## src/rtl/phase_calc.sv

```systemverilog
// phase_calc: iterative CORDIC atan2(y, x) in vectoring mode.
// Result is a signed angle in degrees with 10 fractional bits.
// Two micro-rotations run per clock, so a conversion takes 9 cycles
// from the start edge to the angle update.
// Build option: define PHASECALC_ROUND_EN to round the angle half-up
// (with a clamp at +180 degrees); otherwise the angle is truncated.
module phase_calc (
    input  logic               clock,
    input  logic               reset,
    input  logic               start,
    output logic               busy,
    input  logic signed [12:0] x,
    input  logic signed [12:0] y,
    output logic signed [18:0] angle
);

    // 180 degrees in the accumulator format (14 fractional bits)
    localparam logic signed [23:0] Z_180     = 24'sd2949120;
    // 180 degrees in the output format (10 fractional bits)
    localparam logic signed [18:0] ANGLE_180 = 19'sd184320;
`ifdef PHASECALC_ROUND_EN
    // Accumulator values at or above this would round past +180 degrees
    localparam logic signed [23:0] Z_CLAMP   = 24'sd2949112;
`endif

    typedef enum logic [1:0] {
        S_IDLE,
        S_ROT,
        S_DONE
    } state_t;

    state_t             state_q, state_d;
    logic [2:0]         cnt_q, cnt_d;
    logic signed [15:0] x_q, x_d;
    logic signed [15:0] y_q, y_d;
    logic signed [23:0] z_q, z_d;
    logic               zero_q, zero_d;
    logic               negaxis_q, negaxis_d;
    logic signed [18:0] angle_q, angle_d;

    logic signed [15:0] x_ext, y_ext;
    logic signed [15:0] x_rot, y_rot;
    logic signed [23:0] z_rot;
    logic signed [15:0] x_sh, y_sh;
    logic [3:0]         rot_sh;
    logic signed [18:0] angle_res;

    // atan(2^-i) in degrees scaled by 2^14, rounded to nearest
    function automatic logic signed [23:0] atan_lut(input logic [3:0] idx);
        case (idx)
            4'd0:    atan_lut = 24'sd737280;
            4'd1:    atan_lut = 24'sd435242;
            4'd2:    atan_lut = 24'sd229970;
            4'd3:    atan_lut = 24'sd116736;
            4'd4:    atan_lut = 24'sd58595;
            4'd5:    atan_lut = 24'sd29326;
            4'd6:    atan_lut = 24'sd14667;
            4'd7:    atan_lut = 24'sd7334;
            4'd8:    atan_lut = 24'sd3667;
            4'd9:    atan_lut = 24'sd1833;
            4'd10:   atan_lut = 24'sd917;
            4'd11:   atan_lut = 24'sd458;
            4'd12:   atan_lut = 24'sd229;
            4'd13:   atan_lut = 24'sd115;
            4'd14:   atan_lut = 24'sd57;
            default: atan_lut = 24'sd29;
        endcase
    endfunction

    assign x_ext = {{3{x[12]}}, x};
    assign y_ext = {{3{y[12]}}, y};

    // Two chained micro-rotations: iterations 2*cnt and 2*cnt+1
    always_comb begin
        x_rot  = x_q;
        y_rot  = y_q;
        z_rot  = z_q;
        rot_sh = 4'd0;
        x_sh   = 16'sd0;
        y_sh   = 16'sd0;
        for (int k = 0; k < 2; k++) begin
            rot_sh = {cnt_q, k[0]};
            x_sh   = x_rot >>> rot_sh;
            y_sh   = y_rot >>> rot_sh;
            if (y_rot[15]) begin
                // Y negative: rotate counter-clockwise, angle decreases
                x_rot = x_rot - y_sh;
                y_rot = y_rot + x_sh;
                z_rot = z_rot - atan_lut(rot_sh);
            end else begin
                // Y non-negative: rotate clockwise, angle increases
                x_rot = x_rot + y_sh;
                y_rot = y_rot - x_sh;
                z_rot = z_rot + atan_lut(rot_sh);
            end
        end
    end

    // Reduce the accumulator to the output format
    always_comb begin
`ifdef PHASECALC_ROUND_EN
        if (z_q >= Z_CLAMP) begin
            angle_res = ANGLE_180;
        end else begin
            angle_res = 19'((z_q + 24'sd8) >>> 4);
        end
`else
        angle_res = 19'(z_q >>> 4);
`endif
    end

    // Sequencing: capture/pre-rotate, 8 rotation cycles, final write
    always_comb begin
        state_d   = state_q;
        cnt_d     = cnt_q;
        x_d       = x_q;
        y_d       = y_q;
        z_d       = z_q;
        zero_d    = zero_q;
        negaxis_d = negaxis_q;
        angle_d   = angle_q;
        case (state_q)
            S_IDLE: begin
                if (start) begin
                    cnt_d     = 3'd0;
                    zero_d    = (x == 13'sd0) && (y == 13'sd0);
                    negaxis_d = x[12] && (y == 13'sd0);
                    if (x[12]) begin
                        // Left half-plane: rotate by 180 so X starts positive
                        x_d = -x_ext;
                        y_d = -y_ext;
                        z_d = y[12] ? -Z_180 : Z_180;
                    end else begin
                        x_d = x_ext;
                        y_d = y_ext;
                        z_d = 24'sd0;
                    end
                    state_d = S_ROT;
                end
            end
            S_ROT: begin
                x_d   = x_rot;
                y_d   = y_rot;
                z_d   = z_rot;
                cnt_d = cnt_q + 3'd1;
                if (cnt_q == 3'd7) begin
                    state_d = S_DONE;
                end
            end
            S_DONE: begin
                // Degenerate inputs get their exact answers here
                if (zero_q) begin
                    angle_d = 19'sd0;
                end else if (negaxis_q) begin
                    angle_d = ANGLE_180;
                end else begin
                    angle_d = angle_res;
                end
                state_d = S_IDLE;
            end
            default: begin
                state_d = S_IDLE;
            end
        endcase
    end

    // State and datapath registers
    always_ff @(posedge clock) begin
        if (reset) begin
            state_q   <= S_IDLE;
            cnt_q     <= 3'd0;
            x_q       <= 16'sd0;
            y_q       <= 16'sd0;
            z_q       <= 24'sd0;
            zero_q    <= 1'b0;
            negaxis_q <= 1'b0;
            angle_q   <= 19'sd0;
        end else begin
            state_q   <= state_d;
            cnt_q     <= cnt_d;
            x_q       <= x_d;
            y_q       <= y_d;
            z_q       <= z_d;
            zero_q    <= zero_d;
            negaxis_q <= negaxis_d;
            angle_q   <= angle_d;
        end
    end

    assign busy  = (state_q != S_IDLE);
    assign angle = angle_q;

endmodule

```

## config.mk

```make
export PLATFORM = sky130hd
export DESIGN_NAME = phase_calc
export DESIGN_NICKNAME = d
export VERILOG_FILES = /design/src/rtl/phase_calc.sv
export SDC_FILE = /design/constraint.sdc
export NUM_CORES = 1
export LEC_CHECK = 0
export CORE_ASPECT_RATIO = 0.9
export CORE_MARGIN = 5
export CORE_UTILIZATION = 40
export CTS_BUF_LIST = sky130_fd_sc_hd__clkbuf_2
export DETAILED_ROUTE_END_ITERATION = 8
export DONT_BUFFER_PORTS = 1
export PLACE_DENSITY = 0.53
export SLEW_MARGIN = 10
export SYNTH_ARGS = -nofsm -noshare
export SYNTH_HDL_FRONTEND = slang
export SYNTH_SLANG_ARGS = --single-unit
```

## constraint.sdc

```tcl
create_clock -name clock -period 9.67 [get_ports clock]
set_clock_uncertainty 0.05 [all_clocks]
set_input_delay 0.967 -clock clock [delete_from_list [all_inputs] [get_ports clock]]
set_output_delay 0.967 -clock clock [all_outputs]
set_load 0.02 [all_outputs]
```

==> qor.yml, run 1 <==
critical_path:
  r2r_slack_ns: 0.56
  crit_required_ns: 10.24
  slowest_stage: "or4b_4"
  endpoint: "y_q[14]"
  cp.buffers_inverters: 2
  cpPeakStageDelay_ns: 0.57
  rr_worst_depth: 38
  crit_type: "reg -> reg"
  path_depth: 38
  startpoint: "cnt_q[0]"
  worst-path-max-fanout: 17
  crit_arrival_ns: 9.68
  cpMostUsedCell: "a21o_1"
  r2r_end: "y_q[14]"
  critPathLaunchType: "flop"
  crit_family: "compound AO/OA/AOI/OAI gates"
  reg2reg_from: "cnt_q[0]"
  end_kind: "flop"
routing:
  drt_wl_total_um: 53800
  post-route-drc-count: 0
  first_pass_iters: 5
  via_per_inst: 6.27
  ant_nets: 0
  route.vias.total: 14100
  wl_per_cell_um: 24.0
  drtIter0Drc: 1652
place:
  io_buffers: 0
  dp_hpwl_um: 41000
  dp_worst_setup_slack_ns: 0.389
  post-place-cells: 2222
  place.gp.congestion: 1.04
run_status:
  status: "finished clean"
synthesis:
  yosys_warnings: 0
  synth_cell_types: 98
  synth_edf_count: 0
  synth_cells: 1868
  synth_seq_area_share: 0.121
  async_flop_share: 0
  synth_top_area_cell: "dfxtp_1"
  ys.flop_type: "dfxtp_1"
  ys_top_cells_by_area: "dfxtp_1, ha_1, xnor2_1"
  syn-cell-area_sq_um: 13400
  yosysTopAreaCellShare: 0.121
  synth_nets: 2022
  syn_area_per_cell_sq_um: 7.16
  ys_seq_elements: 81
grt:
  grt_pass1_wl_um: 80500
  overflow: 0
  first_global_vias: 13000
  grt_antenna_before_repair: 0
  grt_max_degree: 84
  track_usage: 0.277
timing:
  clock.fmax_mhz: 110
  rsz0062_at_grt: "false"
  setup_viol: 0
  tns_ns: 0
  finalCritPeriodShare: 0.942
  max-slew-margin-rel: 0.232
  finalHoldViolations: 0
  finalWorstSetupSlack_ns: 0.562
  worst_pin_slew_ns: 1.15
  post-route-min-period_ns: 9.11
  slew_viol_final: 0
clocking:
  cts.path.max_buffers: 2
  clock-root-buffer: "clkbuf_2"
  numCtsBuffers: 9
  h-tree-depth: 3
  tritoncts: "done"
  clkLatencyLatePin_ns: 0.71
  clkSinkCount: 81
  path_clk_slew_ns: 0.32
  holdBufCountCts: 0
flow_run:
  max_cap_violations: 0
die:
  rows: 63
  die_x_um: 203
  io_pins: 49
  die_area_sq_um: 37200
  die_h_um: 183
  core_area_sq_um: 32900
  initial_core_util: 0.406
cells_and_area:
  areaGrowthSynthToFinish_pct: 5.22
  final_cell_mix: "nor2_1, a21oi_1, nand2_1, ha_1, xnor2_1"
  drive_gt1_frac: 0.0905
  antenna_cells: 0
  fin_cells: 2245
  nNetsFinal: 1972
  final_common_cell: "nor2_1"
worst_hold_path:
  hold_class: "in -> reg"
==> registers in the layout, indices dropped and copies added (netlist names) <==
signal     flops
negaxis_q      1
x_q           16
zero_q         1
state_q        2
y_q           16
z_q           23
angle         19
cnt_q          3
==> cell type report <==
class                      count  area (sq um)
timing repair buffer          55           437
clock buffer                   9          45.0
tap                          422           528
clock inverter                 7          92.6
multi-input combinational   1597         11100
fill                        3489         18900
inverter                      74           278
sequential                    81          1640
==> layer usage <==
metal | track usage | routed length [um] | part of all wire
met1 | 0.411 | 25600 | 0.48
met2 | 0.402 | 21500 | 0.40
met3 | 0.0732 | 5410 | 0.10
met4 | 0.0608 | 1290 | 0.024
met5 | 0 | 0 | 0
==> worst min-delay path by stage <==
stage | startpoint | end | slack (ns) | depth (start not counted)
4_1_cts | reset | cnt_q[1] | 0.16 | 1
6_report | reset | x_q[0] | 0.25 | 1
3_3_place_gp | z_q[3] | z_q[3] | 0.41 | 2
2_1_floorplan | z_q[2] | z_q[2] | 0.40 | 2
3_5_place_dp | z_q[3] | z_q[3] | 0.41 | 2
5_1_grt | reset | cnt_q[2] | 0.19 | 1
==> timing repair <==
action                                  4_1_cts  5_1_grt
gates resized for setup                       0       17
buffers inserted                              0        7
endpoints found under the setup margin        0        5
==> synth_stat cells, types with 6 or more instances <==
library cell	n
nor4_1	9
buf_2	9
o22ai_1	15
mux2_2	14
o31a_1	9
a211o_1	7
a2111oi_0	21
clkbuf_1	84
nor3_1	62
a211oi_1	39
or3_1	16
xnor2_1	115
a21boi_0	10
buf_1	17
dfxtp_1	81
ha_1	119
nand3b_1	8
a21oi_1	169
nand3_1	51
o31ai_1	15
a31oi_1	19
a221oi_1	9
nor2b_1	29
a31o_2	6
a311oi_1	6
nor2_1	226
o21a_1	19
mux2i_1	38
fa_1	6
nand4_1	7
or2_2	10
and2_1	15
nand2_1	158
mux4_2	18
o21ai_0	94
and3_1	20
a21o_1	35
nand2b_1	28
inv_1	71
xor2_1	41
o211ai_1	8
a22oi_1	25
==> per-stage QoR <==
stage	util	cell area (sq um)	hold WS, ns
6_report	0.427	14100	0.252
2_1_floorplan	-	13400	0.398
5_1_grt	0.427	14100	0.190
4_1_cts	0.423	14000	0.162
3_5_place_dp	0.419	13800	0.410
3_3_place_gp	0.419	13800	0.406
==> logic make-up after synthesis <==
kind of cell	Yosys count	synth area share
AO/OA/AOI/OAI	576	0.287
multiplexers	70	0.0706
adder cells (fa/ha/maj)	126	0.121
buffers and inverters	190	0.0576
XOR/XNOR	157	0.103
flip-flops	81	0.121
AND/OR/NAND/NOR	668	0.239
Power of run 1 is left out: the tool's default activity adds up to more than one toggle a clock period on the data nets, which glitch-free logic cannot reach.
==> run 2: changes to the inputs <==
- CAP_MARGIN: unset -> 20
- SETUP_SLACK_MARGIN: unset -> 0.05
==> run 2 against run 1 <==
Clock-buffer cell count did not move; global-route usage stayed put; via count grew 1.2%; routed wire length is 0.35% higher; utilization about the same; maximum frequency fell by 0.41%; non-clock buffer count is 1 higher; die area unchanged; flip-flop and latch count unchanged; critical path depth stayed put; highest routed layer unchanged.
==> qor.yml, run 2 (same netlist as run 1, synthesis figures left out) <==
run_status:
  status: "finished clean"
worst_hold_path:
  hold_class: "in -> reg"
  hp-start: "reset"
  min_to: "x_q[0]"
  holdPathStages: 1  # unchanged
grt:
  first_global_vias: 13000  # unchanged
  grt_max_degree: 84  # unchanged
  grt_pass1_wl_um: 80500  # unchanged
  grt_antenna_before_repair: 0  # unchanged
  track_usage: 0.277  # unchanged
  overflow: 0  # unchanged
die:
  die_x_um: 203  # unchanged
  die_h_um: 183  # unchanged
  initial_core_util: 0.406  # unchanged
  die_area_sq_um: 37200  # unchanged
  rows: 63  # unchanged
  core_area_sq_um: 32900  # unchanged
  io_pins: 49  # unchanged
routing:
  via_per_inst: 6.35  # +1.1%
  first_pass_iters: 7  # +2
  route.vias.total: 14300  # +1.2%
  wl_per_cell_um: 24.0  # +0.31%
  drt_wl_total_um: 54000  # +0.35%
  post-route-drc-count: 0  # unchanged
  drtIter0Drc: 1597  # -3.3%
  ant_nets: 0  # unchanged
cells_and_area:
  final_cell_mix: "nor2_1, a21oi_1, nand2_1, ha_1, xnor2_1"
  final_common_cell: "nor2_1"
  regMostFlops: "z_q"
  largest_register_ffs: 23  # unchanged
  antenna_cells: 0  # unchanged
  nNetsFinal: 1973  # +0.051%
  drive_gt1_frac: 0.0910  # +0.000499
  fin_area_sq_um: 14100  # about the same
  areaGrowthSynthToFinish_pct: 5.28  # about the same
  fin_cells: 2246  # +0.045%
clocking:
  clkSinkCount: 81  # unchanged
  clkLatencyLatePin_ns: 0.72  # about the same
  tritoncts: "done"
  numCtsBuffers: 9  # unchanged
  h-tree-depth: 3  # unchanged
  clock-root-buffer: "clkbuf_2"
  cts.path.max_buffers: 2  # unchanged
  path_clk_slew_ns: 0.34  # +0.02 ns
critical_path:
  r2r_slack_ns: 0.52  # -0.04 ns
  crit_type: "reg -> reg"
  cp.buffers_inverters: 2  # unchanged
  crit_arrival_ns: 9.73  # +0.05 ns
  end_kind: "flop"
  crit_family: "compound AO/OA/AOI/OAI gates"
  crit_required_ns: 10.25  # about the same
  cpPeakStageDelay_ns: 0.57  # about the same
  r2r_end: "y_q[14]"
  slowest_stage: "or4b_4"
  reg2reg_from: "cnt_q[0]"
  rr_worst_depth: 38  # unchanged
  worst-path-max-fanout: 17  # unchanged
  cpMostUsedCell: "a21o_1"
  critPathLaunchType: "flop"
timing:
  setup_viol: 0  # unchanged
  slew_viol_final: 0  # unchanged
  finalHoldViolations: 0  # unchanged
  finalCritPeriodShare: 0.946  # +0.00386
  tns_ns: 0  # unchanged
  worst_pin_slew_ns: 0.869  # -0.277 ns
  rsz0062_at_grt: "false"
  max-slew-margin-rel: 0.404  # +0.172
  clock.fmax_mhz: 109  # -0.41%
  post-route-min-period_ns: 9.15  # +0.0374 ns
place:
  place.gp.congestion: 1.04  # unchanged
  dp_hpwl_um: 41000  # unchanged
  post-place-cells: 2222  # unchanged
  io_buffers: 0  # unchanged
  placed_cell_area_sq_um: 13800  # unchanged
flow_run:
  max_cap_violations: 0  # unchanged
run 2: worst max path at each step:
stage / start / to / slack [ns] / depth (start not counted)
finish: cnt_q[0] / y_q[14] / 0.52 / 38
global placement: cnt_q[0] / y_q[14] / 0.55 / 34
CTS: cnt_q[0] / y_q[14] / 0.30 / 34
floorplan: cnt_q[0] / y_q[14] / 0.34 / 46
detailed placement: cnt_q[0] / y_q[14] / 0.39 / 34
global route: cnt_q[0] / y_q[14] / 0.01 / 38
run 2: metrics by stage:
| stage | worst slack [ns] | util | hold WS [ns] |
|---|---|---|---|
| finish | 0.525 | 0.427 | 0.237 |
| global route | 0.0120 | 0.427 | 0.190 |
| CTS | 0.303 | 0.423 | 0.162 |
| detailed placement | 0.389 | 0.419 | 0.410 |
| global placement | 0.555 | 0.419 | 0.406 |
| floorplan | 0.338 | - | 0.398 |
run 2: what timing repair did:
item	4_1_cts	5_1_grt
setup endpoints to repair	0	6
buffers inserted	0	7
resized for setup	0	17
hold buffers	0	0
run 2: layer usage:
metal  wire length, um  GRT usage  share of wire  up-vias
li1                  -          -              -     6732
met1             25700      0.411           0.48     6769
met2             21700      0.402           0.40      675
met3              5410     0.0732           0.10       78
met4              1200     0.0608          0.022        0
met5                 0          0              0        -
run 2: final cells by class:
cell class / instances / area [sq um]
Clock inverter: 7 / 92.6
Inverter: 74 / 278
Tap cell: 422 / 528
Fill cell: 3488 / 18900
Multi-Input combinational cell: 1597 / 11100
Clock buffer: 9 / 45.0
Timing Repair Buffer: 56 / 444
Sequential cell: 81 / 1640
Power of run 2 is left out for the same reason.
